## src/rtl/core_sequencer_pkg.sv

```systemverilog
// Shared core-state encodings and helpers for the sequencer and the
// per-lane register, ALU, LSU and PC units.
package core_sequencer_pkg;

    localparam logic [3:0] CORE_IDLE    = 4'b0000;
    localparam logic [3:0] CORE_FETCH   = 4'b0001;
    localparam logic [3:0] CORE_DECODE  = 4'b0010;
    localparam logic [3:0] CORE_ISSUE   = 4'b0011;
    localparam logic [3:0] CORE_REQUEST = 4'b0100;
    localparam logic [3:0] CORE_WAIT    = 4'b0101;
    localparam logic [3:0] CORE_EXECUTE = 4'b0110;
    localparam logic [3:0] CORE_UPDATE  = 4'b0111;
    localparam logic [3:0] CORE_DONE    = 4'b1000;

    function automatic logic [15:0] sat_inc16(input logic [15:0] v);
        return (v == 16'hFFFF) ? v : v + 16'd1;
    endfunction

endpackage

```

## src/rtl/core_sequencer_if.sv

```systemverilog
// Sequencer control bundle: instruction/LSU status in, core state and PC out.
interface core_sequencer_if #(
    parameter int THREADS_PER_BLOCK = 4,
    parameter int PROGRAM_ADDR_BITS = 8
);
    logic                         start;
    logic                         fetch_done;
    logic                         decoded_mem_read_enable;
    logic                         decoded_mem_write_enable;
    logic                         decoded_ret;
    logic [THREADS_PER_BLOCK-1:0] thread_enable;
    logic [THREADS_PER_BLOCK-1:0] lsu_done;
    logic [PROGRAM_ADDR_BITS-1:0] next_pc;

    logic [3:0]                   core_state;
    logic [PROGRAM_ADDR_BITS-1:0] current_pc;
    logic                         done;
    logic                         error;
    logic [15:0]                  retired_count;

    modport master (
        output start, fetch_done, decoded_mem_read_enable, decoded_mem_write_enable,
               decoded_ret, thread_enable, lsu_done, next_pc,
        input  core_state, current_pc, done, error, retired_count
    );

    modport slave (
        input  start, fetch_done, decoded_mem_read_enable, decoded_mem_write_enable,
               decoded_ret, thread_enable, lsu_done, next_pc,
        output core_state, current_pc, done, error, retired_count
    );
endinterface

```

## src/rtl/core_sequencer.sv

```systemverilog
// Per-core instruction sequencer: steps one instruction at a time through
// fetch/decode/issue/memory/execute/update, with a watchdog on memory waits.
//
// state   | meaning
// IDLE    | waiting for start
// FETCH   | waiting for fetcher to hold a valid instruction
// DECODE  | decoder resolves control signals
// ISSUE   | register files capture rs/rt
// REQUEST | LSUs launch memory requests
// WAIT    | waiting for all active lanes' LSUs (watchdog running)
// EXECUTE | ALUs compute, lane 0 produces next_pc
// UPDATE  | write-back, retire, advance PC
// DONE    | kernel finished or timed out; sticky until reset
module core_sequencer
    import core_sequencer_pkg::*;
#(
    parameter int          THREADS_PER_BLOCK   = 4,
    parameter int          PROGRAM_ADDR_BITS   = 8,
    parameter int          MAX_WAIT            = 255,
    parameter logic [15:0] RETIRED_RESET_VALUE = 16'h0000
) (
    input logic             clk,
    input logic             reset,
    core_sequencer_if.slave bus
);

    localparam int WAIT_W = $clog2(MAX_WAIT + 1);

    logic [3:0]                   state_q;
    logic [PROGRAM_ADDR_BITS-1:0] pc_q;
    logic                         done_q;
    logic                         error_q;
    logic [15:0]                  retired_q;
    logic [WAIT_W-1:0]            wait_cnt_q;

    logic [THREADS_PER_BLOCK-1:0] lane_ok;
    logic                         mem_op;
    logic                         lanes_done;
    logic                         wait_limit;

    // Disabled lanes count as finished so a partial block never stalls.
    assign lane_ok    = bus.lsu_done | ~bus.thread_enable;
    assign lanes_done = &lane_ok;
    assign mem_op     = bus.decoded_mem_read_enable | bus.decoded_mem_write_enable;
    assign wait_limit = (wait_cnt_q == WAIT_W'(MAX_WAIT - 1));

    always_ff @(posedge clk) begin
        if (reset) begin
            state_q    <= CORE_IDLE;
            pc_q       <= '0;
            done_q     <= 1'b0;
            error_q    <= 1'b0;
            retired_q  <= RETIRED_RESET_VALUE;
            wait_cnt_q <= '0;
        end else begin
            case (state_q)
                CORE_IDLE:    if (bus.start) state_q <= CORE_FETCH;
                CORE_FETCH:   if (bus.fetch_done) state_q <= CORE_DECODE;
                CORE_DECODE:  state_q <= CORE_ISSUE;
                CORE_ISSUE:   state_q <= CORE_REQUEST;
                CORE_REQUEST: begin
                    state_q    <= CORE_WAIT;
                    wait_cnt_q <= '0;
                end
                CORE_WAIT: begin
                    if (!mem_op || lanes_done) begin
                        state_q <= CORE_EXECUTE;
                    end else if (wait_limit) begin
                        state_q <= CORE_DONE;
                        done_q  <= 1'b1;
                        error_q <= 1'b1;
                    end else begin
                        wait_cnt_q <= wait_cnt_q + 1'b1;
                    end
                end
                CORE_EXECUTE: state_q <= CORE_UPDATE;
                CORE_UPDATE: begin
                    retired_q <= sat_inc16(retired_q);
                    if (bus.decoded_ret) begin
                        state_q <= CORE_DONE;
                        done_q  <= 1'b1;
                    end else begin
                        pc_q    <= bus.next_pc;
                        state_q <= CORE_FETCH;
                    end
                end
                CORE_DONE:    state_q <= CORE_DONE;
                default:      state_q <= CORE_IDLE;
            endcase
        end
    end

    assign bus.core_state    = state_q;
    assign bus.current_pc    = pc_q;
    assign bus.done          = done_q;
    assign bus.error         = error_q;
    assign bus.retired_count = retired_q;

endmodule

```

## src/flat_wrapper.sv

```systemverilog
// flat-port wrapper written by rule: the top's interface ports become plain ports
module core_sequencer_flat import core_sequencer_pkg::*;
#(
    parameter int          THREADS_PER_BLOCK   = 4,
    parameter int          PROGRAM_ADDR_BITS   = 8,
    parameter int          MAX_WAIT            = 255,
    parameter logic [15:0] RETIRED_RESET_VALUE = 16'h0000
)
  (clk, reset, bus_start, bus_fetch_done, bus_decoded_mem_read_enable, bus_decoded_mem_write_enable, bus_decoded_ret, bus_thread_enable, bus_lsu_done, bus_next_pc, bus_core_state, bus_current_pc, bus_done, bus_error, bus_retired_count);
  core_sequencer_if #(.THREADS_PER_BLOCK(THREADS_PER_BLOCK), .PROGRAM_ADDR_BITS(PROGRAM_ADDR_BITS)) bus_i ();
  input logic clk;
  input logic reset;
  input wire logic [$bits(bus_i.start)-1:0] bus_start;
  input wire logic [$bits(bus_i.fetch_done)-1:0] bus_fetch_done;
  input wire logic [$bits(bus_i.decoded_mem_read_enable)-1:0] bus_decoded_mem_read_enable;
  input wire logic [$bits(bus_i.decoded_mem_write_enable)-1:0] bus_decoded_mem_write_enable;
  input wire logic [$bits(bus_i.decoded_ret)-1:0] bus_decoded_ret;
  input wire logic [$bits(bus_i.thread_enable)-1:0] bus_thread_enable;
  input wire logic [$bits(bus_i.lsu_done)-1:0] bus_lsu_done;
  input wire logic [$bits(bus_i.next_pc)-1:0] bus_next_pc;
  output wire logic [$bits(bus_i.core_state)-1:0] bus_core_state;
  output wire logic [$bits(bus_i.current_pc)-1:0] bus_current_pc;
  output wire logic [$bits(bus_i.done)-1:0] bus_done;
  output wire logic [$bits(bus_i.error)-1:0] bus_error;
  output wire logic [$bits(bus_i.retired_count)-1:0] bus_retired_count;
  assign bus_i.start = bus_start;
  assign bus_i.fetch_done = bus_fetch_done;
  assign bus_i.decoded_mem_read_enable = bus_decoded_mem_read_enable;
  assign bus_i.decoded_mem_write_enable = bus_decoded_mem_write_enable;
  assign bus_i.decoded_ret = bus_decoded_ret;
  assign bus_i.thread_enable = bus_thread_enable;
  assign bus_i.lsu_done = bus_lsu_done;
  assign bus_i.next_pc = bus_next_pc;
  assign bus_core_state = bus_i.core_state;
  assign bus_current_pc = bus_i.current_pc;
  assign bus_done = bus_i.done;
  assign bus_error = bus_i.error;
  assign bus_retired_count = bus_i.retired_count;
  core_sequencer #(.THREADS_PER_BLOCK(THREADS_PER_BLOCK), .PROGRAM_ADDR_BITS(PROGRAM_ADDR_BITS), .MAX_WAIT(MAX_WAIT), .RETIRED_RESET_VALUE(RETIRED_RESET_VALUE)) u_core (.clk(clk), .reset(reset), .bus(bus_i));
endmodule
```

## config.mk

```make
export PLATFORM = sky130hd
export DESIGN_NAME = core_sequencer_flat
export DESIGN_NICKNAME = d
export VERILOG_FILES = /design/src/rtl/core_sequencer_pkg.sv /design/src/rtl/core_sequencer_if.sv /design/src/rtl/core_sequencer.sv /design/src/flat_wrapper.sv
export SDC_FILE = /design/constraint.sdc
export NUM_CORES = 1
export LEC_CHECK = 0
export BUFFER_PORTS_ARGS = -buffer_cell sky130_fd_sc_hd__buf_2
export CORE_UTILIZATION = 57
export DETAILED_ROUTE_END_ITERATION = 6
export PLACE_DENSITY = 0.89
export SYNTH_ARGS = -nofsm -noshare
export SYNTH_HDL_FRONTEND = slang
export SYNTH_SLANG_ARGS = --single-unit
```

## constraint.sdc

```tcl
create_clock -name clk -period 4 [get_ports clk]
set_input_delay 0.2 -clock clk [delete_from_list [all_inputs] [get_ports clk]]
set_output_delay 0.2 -clock clk [all_outputs]
set_load 0.05 [all_outputs]
```

# Word-level counts from Yosys, hierarchy flattened
# Index checks and enable logic that the tools add are counted.
[totals]
reg_bits = 38
input_bits = 23
output_inout_bits = 30
word_cells = 56
[classes]
add_sub_neg = 2
eq_ne = 17
mux = 13
bitwise = 6
reduce_logical = 12
[op_table]
columns = ["op", "count"]
rows = [
  ["4-bit case mux with 9 select lines", 1],
  ["4-bit two-way mux", 5],
  ["16-bit by 1-bit adder with 16-bit output, second input constant", 1],
  ["16-bit equality test, second input constant", 1],
  ["4-bit by 3-bit equality test with 1-bit output, second input constant", 4],
  ["8-bit two-way mux", 2],
  ["8-bit case mux with 2 select lines", 1],
  ["2-bit != test, second input constant", 5],
  ["3-bit AND reduction", 3],
  ["8-bit by 1-bit adder with 8-bit output, second input constant", 1],
  ["4-bit by 2-bit equality test with 1-bit output, second input constant", 2],
  ["8-bit equality test, second input constant", 1],
  ["4-bit AND reduction", 2],
  ["4-bit by 1-bit equality test with 1-bit output, second input constant", 1],
  ["4-bit equality test, second input constant", 1],
  ["4-bit logical NOT", 1],
  ["4-bit inverter", 1],
  ["4-bit bitwise OR", 1],
  ["2-bit AND reduction", 2],
  ["2-bit nonzero test", 2],
  ["1-bit two-way mux", 3],
  ["3-bit by 1-bit != test with 1-bit output, second input constant", 1],
  ["1-bit inverter", 3],
  ["2-bit by 1-bit != test with 1-bit output, second input constant", 1],
  ["4 further kinds", 4],
]

# Logic depth before layout (Yosys ltp)
# Gate-level depths: netlist of run 1.
[logic_depth]
depth_word = 6
mapped_depth = 6
mapped_depth_nobuf = 6

# Least setup slack after synthesis of run 1
# No wires, ideal clock.
[synth_timing]
path_kind = "flip-flop to flip-flop"
start = "register u_core.state_q[2] (netlist: u_core.bus.core_state[2])"
end = "register u_core.retired_q[11] (netlist: u_core.bus.retired_count[11])"
setup_ps = 123
arrival_ps = 1863
t_required_ps = 3877
path_slack_ps = 2014
path_stages_with_launch = 7
n_path_buf = 2
synth_period_minus_slack_ps = 1986
cell_sequence = "dfxtp_1 -> buf_4 -> and4b_1 -> buf_4 -> nand3_2 -> a211oi_1 -> mux2_1"
[synth_via]
elab_chain_cells = 2
[synth_rtl]
columns = ["element", "line", "text"]
rows = [
  ["start: declaration", "core_sequencer.sv:29", "logic [3:0] state_q;"],
  ["start signal: assignment", "core_sequencer.sv:49", "state_q <= CORE_IDLE;"],
  ["start signal: assignment", "core_sequencer.sv:57", "CORE_IDLE: if (bus.start) state_q <= CORE_FETCH;"],
  ["start signal: assignment", "core_sequencer.sv:58", "CORE_FETCH: if (bus.fetch_done) state_q <= CORE_DECODE;"],
  ["4-bit by 3-bit equality test with 1-bit output", "core_sequencer.sv:56", "case (state_q)"],
  ["2-bit AND reduction (no source line)", "--", ""],
  ["end signal: assignment", "core_sequencer.sv:78", "retired_q <= sat_inc16(retired_q);"],
  ["end: declaration", "core_sequencer.sv:33", "logic [15:0] retired_q;"],
]
# No other way between the ends.
# A chain may end at the register's enable or synchronous reset.

# Worst setup path after layout of run 1
[layout_timing]
start = "register u_core.state_q[0] (netlist: u_core.bus.core_state[0])"
end = "register u_core.pc_q[6] (netlist: u_core.bus.current_pc[6])"
[layout_via]
elab_chain_cells = 2
[layout_rtl]
columns = ["element", "line", "text"]
rows = [
  ["4-bit by 3-bit equality test with 1-bit output", "core_sequencer.sv:56", ""],
  ["2-bit AND reduction (no source line)", "--", ""],
  ["end signal: assignment", "core_sequencer.sv:83", "pc_q <= bus.next_pc;"],
  ["end: declaration", "core_sequencer.sv:30", "logic [PROGRAM_ADDR_BITS-1:0] pc_q;"],
]
# No other way between the ends.

==> flow_metrics.tcl, run 1 <==
set metrics [dict create \
    gp_congestion 0.7853 \
    clock_path_buffers 2 \
    synth-edff-count 0 \
    start_kind "flip-flop" \
    worstHoldPathType "in -> reg" \
    yosys-top-cells-area "dfxtp_1, mux2i_1, mux2_1" \
    wirelength_mm 4.327 \
    period_share 0.5881 \
    post_cts_buffers 0 \
    die-area_mm2 0.003858 \
    drtIter0Drc 83 \
    grt_max_degree 47 \
    synth_nets 264 \
    powerDensity_mw_per_mm2 276.8 \
    finalSetupViolCount 0 \
    setup_tns_ns 0 \
    grt_usage 0.2434 \
    worstPathArrival_ns 2.57 \
    drtAntennaViolNets 0 \
    tritoncts "yes" \
    min_period_ns 2.352 \
    reg2reg_to "u_core.bus.current_pc[6]" \
    finalMaxSlewViolations 0 \
    grt_pass1_wl_mm 7.521 \
    min_from "bus_next_pc[3]" \
    grt_antenna_before_repair 0 \
    synthDistinctLibCells 52 \
    cts_buffers 5 \
    core_area_mm2 0.003390 \
    worstPathRequired_ns 4.22 \
    synth_top_area_cell "dfxtp_1" \
    syn_to_final_growth_pct 14.09 \
    holdPathEnd "u_core.bus.current_pc[3]" \
    dp_hpwl_mm 3.106 \
    rr_worst_depth 4 \
    nNetsFinal 309 \
    hold_buffers 0 \
    final-hold-violation-count 0 \
    max_clock_freq_ghz 0.4251 \
    yosysWarnings 0 \
    worstPathMaxFanout 12 \
    via_per_inst 5.727 \
    synth_ff_type "dfxtp_1" \
    fin_util 0.6932 \
    cts-root-buf "clkbuf_4" \
    post-route-drc-count 0 \
    yosysSeqAreaShare 0.3694 \
    vias 1890 \
    ys_async_sr_fraction 0 \
    io_pins 53 \
    setup.worst_path.class "reg -> reg" \
    crit_path_end_kind "flip-flop" \
    clkTransAtPathRegs_ns 0.11 \
    timing.clock.skew_ns 0.006391 \
    ir_worst_vdd_mv 0.2527 \
    wl_per_cell_um 13.11 \
    slew_headroom 0.2691 \
    netlist.area_leader.share 0.3694 \
    clock_latency_ns 0.35 \
    drive_gt1_frac 0.2324 \
    htree_levels 2 \
    grt_overflow 0 \
    fp.dieW_um 62.11 \
    initial_utilization 0.6076 \
    cts_resized 0 \
    numClockSinks 38 \
    netlist_area_mm2 0.002059 \
    rsz0062_at_grt "false" \
    hold_path_depth 3 \
    timing.rr.start "u_core.bus.core_state[0]" \
    port_buffers 52 \
    rows 21 \
    outcome "completed" \
    syn_avg_cell_area_um2 8.653 \
    ys_ff_latch 38 \
    reg2reg_slack_ns 1.65 \
    drv_cap 0 \
    grt_pass1_vias 1800 \
    die_y_um 62.11 \
    syn_inst 238 \
    tightest_slew_ns 1.088 \
    n_antenna_cell 0 \
    drtPass1Iterations 4 \
    p_leak_nw 0.9915 \
]
power by group:
group | internal (mW) | total [mW] | switching [mW]
Clock | 0.0691 | 0.203 | 0.134
Combinational | 0.0222 | 0.0598 | 0.0376
Sequential | 0.381 | 0.388 | 0.00678
final cells by class:
cell class	instances	area, um^2
multi-input cells	179	1190
flip-flops and latches	38	760.7
repair buffers	52	260.3
inverters	7	26.28
clock buffers	6	41.29
fillers	295	1040
clock inverters	2	13.76
well taps	46	57.56
worst max-delay path: stages, from the launching register on:
cell and delay (ns):
dfxtp_1 0.55, and4b_1 0.49, nor2b_1 0.81, mux2i_1 0.31, nor2_1 0.06
synth_stat cells, types with 5 or more instances:
cell / instances
inv_1: 7
or3_1: 8
nand2_1: 18
nor3_1: 7
mux2i_1: 12
nand2b_1: 5
nor2b_1: 11
nand3_1: 6
a21oi_1: 19
dfxtp_1: 38
mux2_1: 10
o211ai_1: 5
and3_1: 5
nor2_1: 24
placed cells by master, fill, tap and decap left out, types with 6 or more instances in the layout:
master / Yosys / final
inv_1: 7 / 7
nor2b_1: 11 / 11
nand2_1: 18 / 18
nor3_1: 7 / 7
buf_2: 3 / 52
mux2_1: 10 / 10
mux2i_1: 12 / 12
nor2_1: 24 / 24
nand3_1: 6 / 6
dfxtp_1: 38 / 38
a21oi_1: 19 / 19
or3_1: 8 / 8
state kept, by name, indices dropped and copies added (netlist names):
| signal | cells |
|---|---|
| u_core.bus.current_pc | 8 |
| u_core.bus.retired_count | 16 |
| u_core.wait_cnt_q | 8 |
| u_core.bus.core_state | 4 |
| u_core.bus.done | 1 |
| u_core.bus.error | 1 |
how the worst max path moves through the flow:
stage | from | depth (start not counted) | end | slack [ns]
finish | u_core.bus.core_state[0] | 4 | u_core.bus.current_pc[6] | 1.65
global route | u_core.bus.core_state[0] | 4 | u_core.bus.current_pc[6] | 1.50
CTS | u_core.bus.core_state[0] | 4 | u_core.bus.current_pc[6] | 1.64
detailed placement | u_core.bus.core_state[0] | 4 | u_core.bus.current_pc[6] | 1.69
global placement | u_core.bus.core_state[0] | 4 | u_core.bus.current_pc[3] | 1.79
floorplan | u_core.bus.core_state[2] | 6 | u_core.bus.retired_count[11] | 2.01
stage by stage:
| stage | power [mW] | instances | hold slack (ns) | instance area, um^2 | setup slack, ns |
|---|---|---|---|---|---|
| after CTS | 0.6549 | 330 | 0.07080 | 2350 | 1.643 |
| after global routing | 0.6804 | 330 | 0.06226 | 2350 | 1.505 |
| after global placement | 0.4545 | 322 | 0.4318 | 2295 | 1.794 |
| final | 0.6505 | 330 | 0.07975 | 2350 | 1.648 |
| after floorplan | 0.4402 | 238 | 0.3472 | 2059 | 2.014 |
| after detailed placement | 0.4561 | 322 | 0.4465 | 2295 | 1.686 |
logic make-up (layout without fill, tap and decap cells):
| family | Yosys count | in the layout | share of synthesized area |
|---|---|---|---|
| and+or+nand+nor | 104 | 104 | 0.2783 |
| AOI/OAI and AO/OA | 49 | 49 | 0.1628 |
| DFF | 38 | 38 | 0.3694 |
| muxes | 23 | 23 | 0.1185 |
| buffers and inverters | 21 | 67 | 0.05285 |
| adders and majority gates | 3 | 3 | 0.01823 |
per-layer routing:
metal / vias up / wire [um] / track usage
met1: 881 / 2005 / 0.2851
met2: 50 / 2057 / 0.4203
met4: 0 / 38 / 0.1192
li1: 955 / - / -
met5: - / 0 / 0
met3: 4 / 224 / 0.05147
No activity file was read; power rests on OpenSTA's default activity.
==> run 2: changes to the inputs <==
--- a/config.mk
+++ b/config.mk
@@ -6,9 +6,9 @@
 export NUM_CORES = 1
 export LEC_CHECK = 0
 export BUFFER_PORTS_ARGS = -buffer_cell sky130_fd_sc_hd__buf_2
-export CORE_UTILIZATION = 57
+export CORE_UTILIZATION = 47
 export DETAILED_ROUTE_END_ITERATION = 6
-export PLACE_DENSITY = 0.89
+export PLACE_DENSITY = 0.79
 export SYNTH_ARGS = -nofsm -noshare
 export SYNTH_HDL_FRONTEND = slang
 export SYNTH_SLANG_ARGS = --single-unit
==> constraint.sdc (replaced) <==
create_clock -name clk -period 1.9 [get_ports clk]
set_input_delay 0.095 -clock clk [delete_from_list [all_inputs] [get_ports clk]]
set_output_delay 0.095 -clock clk [all_outputs]
set_load 0.05 [all_outputs]
==> run 2 against run 1 <==
  * Sequential power up 110%
  * Clock-buffer cell count unchanged
  * Critical path type unchanged
  * Via count down 0.53%
  * Utilization down 9.0 points
  * Final area up 5.6%
  * Largest cell class unchanged
  * Global-route usage down 4.6 points
  * Power rose to 2.5 times the previous value
  * Routed wire length up 1.4%
==> flow_metrics.tcl, run 2 (synthesis gave the netlist of run 1 again) <==
set metrics [dict create \
    crit_path_top_delay_cell "mux2_2" \
    clkTransAtPathRegs_ns 0.08 \
    critical_path_depth 5 \
    grt_overflow 0 \
    dp_hpwl_mm 3.218 \
    drtAntennaViolNets 0 \
    fin_area_mm2 0.002482 \
    grt_usage 0.1973 \
    layout_commonest_cell "buf_2" \
    initial_utilization 0.5005 \
    cp-startpoint "u_core.bus.retired_count[0]" \
    post-route-drc-count 0 \
    p_leak_nw 1.061 \
    top_layer_used "met4" \
    clock_path_buffers 2 \
    via_per_inst 5.513 \
    worstHoldPathType "in -> reg" \
    hold_buffers 0 \
    slowest_delay_ns 0.37 \
    drtPass1Iterations 4 \
    max_clock_freq_ghz 0.5490 \
    wl_met2_mm 2.078 \
    period_share 0.9586 \
    cts-root-buf "clkbuf_8" \
    largest_register_ffs 16 \
    worstPathRequired_ns 2.08 \
    rows 23 \
    nFillCells 363 \
    start_kind "flip-flop" \
    endpoint "u_core.bus.retired_count[0]" \
    dpl_cell_area_mm2 0.002366 \
    die-area_mm2 0.004651 \
    wirelength_met1_mm 2.082 \
    outcome "completed" \
    tightest_slew_ns 0.4238 \
    port_buffers 52 \
    reg2reg_slack_ns 0.08 \
    clock_latency_ns 0.29 \
    setup.worst_path.class "reg -> reg" \
    reg2reg_to "u_core.bus.retired_count[0]" \
    io_pins 53 \
    path_cells "ha_1, and3_1, and2_1, a21boi_1, mux2_2" \
    rr_worst_depth 5 \
    cts_resized 0 \
    finalSetupViolCount 0 \
    timing.clock.skew_ns 0.006250 \
    crit_buf_inv 0 \
    rsz0062_at_grt "true" \
    timing.rr.start "u_core.bus.retired_count[0]" \
    post_cts_buffers 0 \
    slew_headroom 0.7175 \
    worstPathArrival_ns 2.00 \
    drtIter0Drc 95 \
    drv_cap 0 \
    worstPathMaxFanout 11 \
    powerDensity_mw_per_mm2 666.6 \
    numClockSinks 38 \
    nNetsFinal 317 \
    grt_max_degree 23 \
    ir_worst_vdd_mv 0.4157 \
    fin_util 0.6032 \
    cp_top_family "simple AND/OR/NAND/NOR gates" \
    n_antenna_cell 0 \
    vias 1880 \
    grt_pass1_vias 1615 \
    die_y_um 68.20 \
    tritoncts "yes" \
    crit_path_end_kind "flip-flop" \
    gp_congestion 0.7771 \
    min_period_ns 1.821 \
    fp.dieW_um 68.20 \
    core_area_mm2 0.004115 \
    grt_antenna_before_repair 0 \
    final-hold-violation-count 0 \
    met3WireLength_um 188 \
    drive_gt1_frac 0.2749 \
    wirelength_mm 4.387 \
    htree_levels 2 \
    min_from "bus_next_pc[2]" \
    grt_pass1_wl_mm 6.941 \
    final_cell_mix "buf_2, dfxtp_1, nor2_1, a21oi_1, nand2_1" \
    wl_per_cell_um 12.87 \
    cts_buffers 5 \
    syn_to_final_growth_pct 20.53 \
    finalMaxSlewViolations 0 \
]
## run 2: area by class of cell
| class | instances | area, um^2 | share of cell area |
|---|---|---|---|
| multi-input combinational | 179 | 1194 | 0.4808 |
| sequential | 38 | 767.0 | 0.3090 |
| timing repair buffer | 60 | 320.3 | 0.1290 |
| clock buffer | 6 | 82.58 | 0.03327 |
| tap | 50 | 62.56 | 0.02520 |
| clock inverter | 1 | 30.03 | 0.01210 |
| inverter | 7 | 26.28 | 0.01058 |
## run 2: metrics by stage
stage	cells	setup slack (ns)	total power, mW	setup TNS [ns]	hold WS [ns]
floorplan	238	0.06352	0.9280	0	0.2422
global placement	334	0.1625	0.9701	0	0.3266
detailed placement	334	0.09221	0.9726	0	0.3395
CTS	341	0.07595	1.677	0	0.03102
global route	341	-0.01139	1.710	-0.01859	0.04187
finish	341	0.07861	1.655	0	0.04059
## run 2: worst min path at each step
stage / end / cells past startpoint
2_1_floorplan: u_core.bus.current_pc[0] / 2
3_3_place_gp: u_core.bus.current_pc[7] / 3
3_5_place_dp: u_core.bus.current_pc[3] / 3
4_1_cts: u_core.bus.current_pc[7] / 3
5_1_grt: u_core.bus.current_pc[2] / 3
6_report: u_core.bus.current_pc[2] / 3
## run 2: layer usage
metal  GRT usage  up-vias
li1            -      971
met1      0.2409      861
met2      0.3419       44
met3     0.05167        4
met4     0.04688        0
met5           0        -
## run 2: worst reg2reg max path, cell delays in order (launching register included)
cell and delay [ns]:
dfxtp_2 0.35, ha_1 0.21, and3_1 0.23, and2_1 0.28, a21boi_1 0.28, mux2_2 0.37
## run 2: report_power, final
part	switching, mW	total [mW]	internal (mW)
Combinational	0.0878	0.143	0.0547
Clock	0.281	0.701	0.420
Sequential	0.00828	0.811	0.803
==> run 3: changes to the inputs <==
--- a/config.mk
+++ b/config.mk
@@ -6,9 +6,10 @@
 export NUM_CORES = 1
 export LEC_CHECK = 0
 export BUFFER_PORTS_ARGS = -buffer_cell sky130_fd_sc_hd__buf_2
-export CORE_UTILIZATION = 47
+export CORE_UTILIZATION = 49
+export CTS_BUF_LIST = sky130_fd_sc_hd__clkbuf_8
 export DETAILED_ROUTE_END_ITERATION = 6
-export PLACE_DENSITY = 0.79
+export PLACE_DENSITY = 0.82
 export SYNTH_ARGS = -nofsm -noshare
 export SYNTH_HDL_FRONTEND = slang
 export SYNTH_SLANG_ARGS = --single-unit
==> run 3 against run 2 <==
  * Flip-flop and latch count is the same
  * Highest routed layer unchanged
  * Critical endpoint unchanged
  * Clock power grew 21%
  * Power is 8.7% higher
  * Routed wire length is 3.3% higher
  * Non-clock buffer count fell by 3
==> flow_metrics.tcl, run 3 (synthesis gave the netlist of run 1 again) <==
set metrics [dict create \
    final_cell_mix "buf_2, dfxtp_1, nor2_1, a21oi_1, nand2_1" \
    worstPathArrival_ns 1.95 \
    clock_path_buffers 2 \
    via_per_inst 5.537 \
    setup_ws_ns 0.1277 \
    cp_top_family "simple AND/OR/NAND/NOR gates" \
    worstPathMaxFanout 11 \
    die-area_mm2 0.004466 \
    drtAntennaViolNets 0 \
    slew_headroom 0.6855 \
    grt_util_met2 0.3384 \
    wl_per_cell_um 13.37 \
    slowest_delay_ns 0.37 \
    worstHoldPathType "in -> reg" \
    fp.dieW_um 66.83 \
    tightest_slew_ns 0.4717 \
    vias 1877 \
    use_met3 0.04966 \
    syn_to_final_growth_pct 21.51 \
    reg2reg_to "u_core.bus.retired_count[0]" \
    setup.worst_path.class "reg -> reg" \
    largest_register_ffs 16 \
    clock_latency_ns 0.29 \
    drv_cap 0 \
    nNetsFinal 314 \
    max_clock_freq_ghz 0.5642 \
    cts_buffers 5 \
    setup_tns_ns 0 \
    timing.clock.skew_ns 0.009608 \
    rows 23 \
    drtIter0Drc 77 \
    tritoncts "yes" \
    hold_path_depth 3 \
    ir_worst_vdd_mv 0.5515 \
    drtPass1Iterations 4 \
    path_cells "ha_1, and3_1, and2_2, a21boi_1, mux2_2" \
    dp_hpwl_mm 3.211 \
    wirelength_mm 4.533 \
    reg2reg_slack_ns 0.13 \
    grt_usage 0.2245 \
    initial_utilization 0.5112 \
    crit_path_top_delay_cell "mux2_2" \
    grt_max_degree 35 \
    drive_gt1_frac 0.2837 \
    busiest_layer "met2" \
    cts-root-buf "clkbuf_8" \
    port_buffers 52 \
    min_from "bus_next_pc[4]" \
    crit_buf_inv 0 \
    outcome "completed" \
    nFillCells 352 \
    worstPathRequired_ns 2.07 \
    p_leak_nw 1.060 \
    grt_overflow 0 \
    finalMaxSlewViolations 0 \
    powerDensity_mw_per_mm2 718.6 \
    crit_path_end_kind "flip-flop" \
    timing.rr.start "u_core.bus.retired_count[0]" \
    grt_antenna_before_repair 0 \
    io_pins 53 \
    grt_pass1_vias 1631 \
    rr_worst_depth 5 \
    finalSetupViolCount 0 \
    numClockSinks 38 \
    total_power_mw 1.798 \
    final-hold-violation-count 0 \
    post-route-drc-count 0 \
    layout_commonest_cell "buf_2" \
    grt_pass1_wl_mm 7.534 \
    die_y_um 66.83 \
    core_area_mm2 0.004029 \
    holdPathEnd "u_core.bus.current_pc[4]" \
    min_period_ns 1.772 \
    htree_levels 2 \
    dpl_worst_slack_ns 0.09476 \
    start_kind "flip-flop" \
    rsz0062_at_grt "false" \
    period_share 0.9328 \
    gp_congestion 0.7956 \
    clkTransAtPathRegs_ns 0.07 \
    n_antenna_cell 0 \
    met1_usage 0.3021 \
]
run 3: changes by cell type in the layout (fill, tap and decap cells not counted), sizes merged:
cell    change
buf         -3
bufinv      +1
run 3: area by class of cell:
cell class	instances	area, um^2	share of cell area
tap	50	62.56	0.02500
timing repair buffer	57	297.8	0.1190
sequential	38	767.0	0.3065
clock inverter	2	60.06	0.02400
inverter	7	26.28	0.01050
multi-input combinational	179	1206	0.4820
clock buffer	6	82.58	0.03300
run 3: worst max-delay path by stage:
| stage | start | endpoint | slack (ns) | cells past startpoint |
|---|---|---|---|---|
| after floorplan | u_core.bus.retired_count[0] | u_core.bus.retired_count[11] | 0.06 | 6 |
| after global placement | u_core.bus.core_state[1] | u_core.bus.retired_count[11] | 0.17 | 4 |
| after detailed placement | u_core.bus.core_state[1] | u_core.bus.retired_count[13] | 0.09 | 4 |
| after CTS | u_core.bus.retired_count[0] | u_core.bus.retired_count[0] | 0.11 | 5 |
| after global routing | u_core.wait_cnt_q[1] | u_core.bus.core_state[1] | 0.02 | 5 |
| final | u_core.bus.retired_count[0] | u_core.bus.retired_count[0] | 0.13 | 5 |
run 3: timing repair:
item                                    in CTS  in global routing
hold buffers                                 0                  0
endpoints found under the hold margin        0                  0
gates resized for setup                      0                  5
setup buffers                                0                  0
endpoints found under the setup margin       0                  6
run 3: worst register-to-register path: cells and delay by family, from the launching register on:
family          cells  cell delay (ns)
simple gates        2             0.50
mux                 1             0.37
flops               1             0.35
compound gates      1             0.23
fa+ha+maj           1             0.21
run 3: report_power, final:
part           internal (mW)  total (mW)  switching [mW]
Clock                  0.560       0.847           0.287
Sequential             0.803       0.812         0.00925
Combinational         0.0512       0.140          0.0883
Total                   1.41        1.80           0.384
run 3: layer usage:
layer  part of all wire  up-vias
met5                  0        -
met3              0.044        7
li1                   -      963
met1               0.48      866
met2               0.46       41
met4              0.017        0
run 3: stage by stage:
| stage | hold WS (ns) | instances | instance area (um^2) | utilization |
|---|---|---|---|---|
| finish | 0.03864 | 339 | 2502 | 0.6211 |
| detailed placement | 0.3390 | 331 | 2344 | 0.5817 |
| floorplan | 0.2422 | 238 | 2066 | - |
| global route | 0.02656 | 339 | 2502 | 0.6211 |
| CTS | 0.02653 | 339 | 2486 | 0.6171 |
| global placement | 0.3286 | 331 | 2344 | 0.5817 |
